<file path="config.mk">
export PLATFORM = sky130hd
export DESIGN_NAME = calc_sequencer
export DESIGN_NICKNAME = d
export VERILOG_FILES = /design/src/rtl/calc_sequencer.sv
export SDC_FILE = /design/constraint.sdc
export NUM_CORES = 1
export LEC_CHECK = 0
export ABC_AREA = 1
export CAP_MARGIN = 20
export CORE_UTILIZATION = 59
export DETAILED_ROUTE_END_ITERATION = 6
export GPL_TIMING_DRIVEN = 0
export PLACE_DENSITY = 0.87
export SYNTH_ARGS = -nofsm -noshare
export SYNTH_HDL_FRONTEND = slang
export SYNTH_SLANG_ARGS = --single-unit
</file>
<file path="constraint.sdc">
create_clock -name clk -period 4.45 [get_ports clk]
set_input_delay 0.89 -clock clk [delete_from_list [all_inputs] [get_ports clk]]
set_output_delay 0.89 -clock clk [all_outputs]
set_load 0.05 [all_outputs]
</file>
<file path="src/rtl/calc_sequencer.sv">
// calc_sequencer: central controller for the watchdog compute chain
// (param load -> eig_core compute -> output_loader serialise).
// Issues single-cycle start pulses and tracks core and output-loader
// handshakes. A watchdog timer sends the sequencer to ERR when KICK,
// WAIT_CORE or WAIT_OL outstays TIMEOUT_CYC enabled cycles.
// Optional build macro: SEQ_AUTO_REARM_EN. When defined, DONE goes straight
// back to LOAD so the chain runs continuously; otherwise DONE returns to
// IDLE and every run needs go.
module calc_sequencer #(
    parameter int unsigned TIMEOUT_CYC = 1024,  // legal range 2..65535
    parameter int unsigned TMO_W       = 16     // 2**TMO_W must exceed TIMEOUT_CYC
) (
    input  logic       clk,
    input  logic       rst_n,
    input  logic       ena,
    input  logic       go,
    input  logic       ld_done,
    input  logic       core_busy,
    input  logic       core_done,
    input  logic       ol_busy,
    input  logic       err_clr,
    output logic       ld_clear,
    output logic       core_start,
    output logic       ol_start,
    output logic       done,
    output logic       seq_busy,
    output logic       seq_err,
    output logic [2:0] seq_state
);

    typedef enum logic [2:0] {
        S_IDLE      = 3'd0,
        S_LOAD      = 3'd1,
        S_KICK      = 3'd2,
        S_WAIT_CORE = 3'd3,
        S_OUT       = 3'd4,
        S_WAIT_OL   = 3'd5,
        S_DONE      = 3'd6,
        S_ERR       = 3'd7
    } state_e;

    // Timer value seen in the last cycle the watchdog allows in a timed state.
    localparam logic [TMO_W-1:0] TMO_LAST = TMO_W'(TIMEOUT_CYC - 1);
    localparam logic [TMO_W-1:0] TMO_MAX  = '1;

    state_e           state_q, state_d;
    logic [TMO_W-1:0] timer_q, timer_d;
    logic             ol_seen_q, ol_seen_d;
    logic             ld_clear_q, ld_clear_d;

    logic             tmo_hit;
    logic             timed_state;

    assign tmo_hit     = (timer_q == TMO_LAST);
    assign timed_state = (state_q == S_KICK) || (state_q == S_WAIT_CORE) ||
                         (state_q == S_WAIT_OL);

    // Pulse outputs: every one of them is masked by ena so a frozen block is silent.
    assign core_start = ena && (state_q == S_KICK) && !core_busy;
    assign ol_start   = ena && (state_q == S_OUT);
    assign done       = ena && (state_q == S_DONE);
    assign ld_clear   = ena && ld_clear_q;

    // Level outputs reflect the held state even while ena is low.
    assign seq_busy  = (state_q != S_IDLE) && (state_q != S_ERR);
    assign seq_err   = (state_q == S_ERR);
    assign seq_state = state_q;

    // Next-state, watchdog timer, ol_seen and ld_clear flag computation.
    always_comb begin
        // NOTE: every variable gets a hold value first so no path through the
        // case statement can leave one unassigned and infer a latch.
        state_d    = state_q;
        timer_d    = timer_q;
        ol_seen_d  = ol_seen_q;
        ld_clear_d = ld_clear_q;

        if (ena) begin
            // ld_clear lives only for the first enabled LOAD cycle.
            ld_clear_d = 1'b0;

            // Saturating count; entry into a timed state overrides it with zero.
            if (timed_state && (timer_q != TMO_MAX)) begin
                timer_d = timer_q + TMO_W'(1);
            end

            case (state_q)
                S_IDLE: begin
                    if (go) begin
                        state_d    = S_LOAD;
                        ld_clear_d = 1'b1;
                    end
                end
                S_LOAD: begin
                    if (ld_done) begin
                        state_d = S_KICK;
                        timer_d = '0;
                    end
                end
                S_KICK: begin
                    // Handing the start to an idle core wins over a timeout.
                    if (core_start) begin
                        state_d = S_WAIT_CORE;
                        timer_d = '0;
                    end else if (tmo_hit) begin
                        state_d = S_ERR;
                    end
                end
                S_WAIT_CORE: begin
                    if (core_done) begin
                        state_d = S_OUT;
                    end else if (tmo_hit) begin
                        state_d = S_ERR;
                    end
                end
                S_OUT: begin
                    state_d   = S_WAIT_OL;
                    timer_d   = '0;
                    ol_seen_d = 1'b0;
                end
                S_WAIT_OL: begin
                    // Finish only after the loader has been seen busy and has gone idle.
                    if (ol_busy) begin
                        ol_seen_d = 1'b1;
                    end
                    if (!ol_busy && ol_seen_q) begin
                        state_d = S_DONE;
                    end else if (tmo_hit) begin
                        state_d = S_ERR;
                    end
                end
                S_DONE: begin
`ifdef SEQ_AUTO_REARM_EN
                    state_d    = S_LOAD;
                    ld_clear_d = 1'b1;
`else
                    state_d    = S_IDLE;
`endif
                end
                S_ERR: begin
                    // go is ignored here; it is sampled again once back in IDLE.
                    if (err_clr) begin
                        state_d = S_IDLE;
                    end
                end
                default: begin
                    state_d = S_IDLE;
                end
            endcase
        end
    end

    // State register with asynchronous active-low reset.
    always_ff @(posedge clk or negedge rst_n) begin
        // NOTE: sequential state uses non-blocking assignments so every
        // register samples its pre-edge inputs regardless of statement order.
        if (!rst_n) begin
            state_q    <= S_IDLE;
            timer_q    <= '0;
            ol_seen_q  <= 1'b0;
            ld_clear_q <= 1'b0;
        end else begin
            state_q    <= state_d;
            timer_q    <= timer_d;
            ol_seen_q  <= ol_seen_d;
            ld_clear_q <= ld_clear_d;
        end
    end

endmodule
</file>
==> key figures <==
Routing
  • DRC: 0
  • DR WL/cell: 11.09 um
  • Post-route ant nets: 0
  • Routed Wire Length: slightly above 3000 um
  • DR iter-0 viols: between 50 and 60
  • Drt pass-1 iters: 4
  • Vias: between 1k and 1.5k
  • Via-to-Cell Ratio: 5.224

Power and ir drop
  • Sequential share of power: 35.7%
  • Total power: about 0.0007 W
  • Power share of the clock group: ~13%
  • Power Dens Cells: between 400 and 500 nW/um2
  • Internal Power: between 0.0003 and 0.0004 W
  • Leakage: 0.8080 nW
  • Comb pwr share: 51.4%
  • P_sw: between 0.0003 and 0.0004 W
  • Peak supply drop: around 0.00047 V
  • Sw frac: around 46%

Yosys
  • Most frequent cell after synthesis: nand2_1
  • Post-synthesis mux area share: 0%
  • EDFF count, synth: 0
  • Post-synth top area cell: dfrtp_1
  • Mean Syn Cell Area: roughly 6.4 um2
  • Fraction of registers with async set/reset: 100.0%
  • Xor/xnor share of the synthesized area: 0%
  • Syn nets: 238
  • YS warnings: 0
  • Register area share after synthesis: a little over a third
  • Post-synth cell types: 28
  • Post-Synth Adder-Cell Area: less than 1%
  • Leading cell types by total area after synthesis: dfrtp_1 36%, nand2_1 16%, nor2_1 13%, inv_1 8.8%, nand3_1 5.2%
  • Top cell type's share of synthesized area: between 30% and 40%
  • Cell count after synthesis: ~230
  • Mapped Area: roughly 1500 um2
  • Main combinational cell family by area after synthesis: simple AND/OR/NAND/NOR gates
  • Post-synth top flop: dfrtp_1
  • Compound-cell area share of the yosys netlist: a little over 8%
  • Yosys reg bits: 21
  • Top cells by count, synth: 63 x nand2_1, 49 x nor2_1, 34 x inv_1
  • Synth Area in Simple Gates: around 44%

Clock tree
  • CTS Root Cell: clkbuf_4
  • H-tree levels: 1
  • Clock buffer depth: 2
  • Clk pin slew, worst setup/hold paths: about 0.12 ns
  • Postcts setup bufs: 0
  • Hold_buf cts: 0
  • Clock Latency Late Sink: 0.31 ns
  • Post-CTS sizing: 0
  • TritonCTS clock tree: yes
  • CTS buffer count: 3
  • Clock Sink Count: 21

Final layout
  • Finished Cell Area: 1689 um2
  • Share of cells above drive strength 1: about 6.4%
  • Fill count: 198
  • Finished Layout Cells: ~280
  • Diodes inserted: 0
  • Nets: 260
  • Area grow syn2layout: 15.88%

Floorplanning
  • Cell Rows: 17
  • Die Y: 51.71 um
  • CORE AREA: around 2300 um2
  • Num ports: 18
  • Initial Utilization: ~64%
  • Die area: between 2000 and 3000 um2
  • Die X: 51.71 um

Worst setup path
  • WP data required: 3.56 ns
  • Critical Path AT: 2.78 ns
  • Critical path type: in2out
  • Critical Path End Type: primary output
  • Worst Path Max Fanout: 10
  • Worst setup SP type: primary input

STA
  • Final period utilization: between 80 and 90%
  • Sum Neg Setup Slack: 0 ns
  • Final setup vio count: 0
  • Clk_skew: about 0.011 ns
  • Fin crit period: roughly 3.7 ns
  • Highest Clock Rate: approximately 270 MHz
  • Fin. Hold Viols: 0
  • Worst Tran Pin Value: 0.9321 ns
  • Final Max Slew Viols: 0
  • Worst hold slack: 0.5063 ns
  • Relative slew slack: a little under two fifths
  • RSZ-0062 raised after global routing: false

Placed design
  • Number of port buffers: 17
  • Placed cell count: ~270
  • Post-DP HPWL: about 2400 um
  • Area after DPL: ~1700 um2
  • RD Place Congestion: 0.8793

GRT
  • First-pass GRT wire length: approximately 5500 um
  • Initial antenna violation count: 0
  • GRT Util Overall: 27.21%
  • Pin count of the biggest net entering global routing: 22
  • Vias in the first global route: approximately 1.3k
  • Total grt overflow: 0

Worst hold path
  • Class of the worst hold path: reg2reg

Flow run
  • Max-cap viol count: 0

Status
  • Status: finished clean
==> state kept, by name (all words and copies together) (netlist names) <==
signal and flops:
ol_seen_q 1, ld_clear_q 1, seq_state 3, timer_q 16
==> layout make-up <==
| class | count | area [um2] | share of cell area (%) |
|---|---|---|---|
| clock buffer | 4 | 26.28 | 1.556 |
| sequential | 21 | 525.5 | 31.11 |
| inverter | 37 | 138.9 | 8.222 |
| multi-input combinational | 167 | 773.2 | 45.78 |
| timing repair buffer | 17 | 170.2 | 10.07 |
| buffer | 3 | 20.02 | 1.185 |
| tap | 28 | 35.03 | 2.074 |
==> path summary, 6_finish.rpt <==
path                                endpoint  cells past startpoint  slack [ns]        from
worst max register to register    timer_q[5]                      9        2.75  timer_q[0]
min in group asynchronous        timer_q[15]                      1        1.09       rst_n
worst min-delay path              ld_clear_q                      2        0.51  ld_clear_q
worst min register to register    ld_clear_q                      2        0.51  ld_clear_q
max in group asynchronous       seq_state[1]                      1        2.78       rst_n
worst max-delay path                ld_clear                      5        0.78         ena
==> cell usage in the layout, fill, tap and decap left out <==
master / synthesis / layout
nor4_1: 1 / 1
a22oi_1: 1 / 1
nor2_1: 49 / 49
o211ai_1: 3 / 3
nand2_1: 63 / 63
o21ai_1: 1 / 1
nand3_4: 1 / 1
nor2_4: 1 / 1
clkdlybuf4s50_1: 0 / 17
o22a_2: 1 / 1
nand3_2: 1 / 1
clkbuf_1: 1 / 2
inv_2: 3 / 3
nand3b_1: 1 / 1
buf_6: 1 / 1
o21ai_0: 8 / 8
nor2_2: 1 / 1
nor3_4: 1 / 1
clkbuf_4: 0 / 3
buf_2: 1 / 1
nor3_1: 3 / 3
o21bai_1: 1 / 1
nand4_1: 7 / 7
o22ai_1: 1 / 1
nand3_1: 15 / 15
nand2_2: 2 / 2
dfrtp_1: 21 / 21
inv_1: 34 / 34
a21oi_1: 4 / 4
ha_1: 1 / 1
==> power by group through the flow <==
stage               logic [W]  registers (W)  clock network (W)
CTS                  0.000357       0.000249          0.0000944
finish               0.000358       0.000249          0.0000901
floorplan            0.000235       0.000280                  0
global placement     0.000351       0.000253                  0
detailed placement   0.000356       0.000253                  0
global route         0.000399       0.000254           0.000102
==> through the flow <==
stage,setup slack (ns),util (%)
3_5_place_dp,0.7836,73.06
2_1_floorplan,1.107,-
5_1_grt,0.6165,74.22
3_3_place_gp,0.7779,73.06
6_report,0.7803,74.22
4_1_cts,0.7784,74.22
==> cell families (layout without fill, tap and decap cells) <==
kind of cell               Yosys count  in the layout
adders and majority gates            1              1
buffers and inverters               40             61
DFF                                 21             21
AOI/OAI and AO/OA                   20             20
and+or+nand+nor                    146            146
==> per-layer routing <==
layer  up-vias  global-route usage, %  routed length [um]
met4         0                  4.054                  15
met3         2                  5.263                 200
li1        761                      -                   -
met1       642                  38.85                1466
met2        42                  43.51                1390
met5         -                      0                   0
==> critical path, stage by stage <==
cell             delay [ns]
clkdlybuf4s50_1        0.58
clkbuf_1               0.37
nand2_1                0.09
inv_1                  0.06
clkdlybuf4s50_1        0.79
Power figures use the tool's default switching activity.
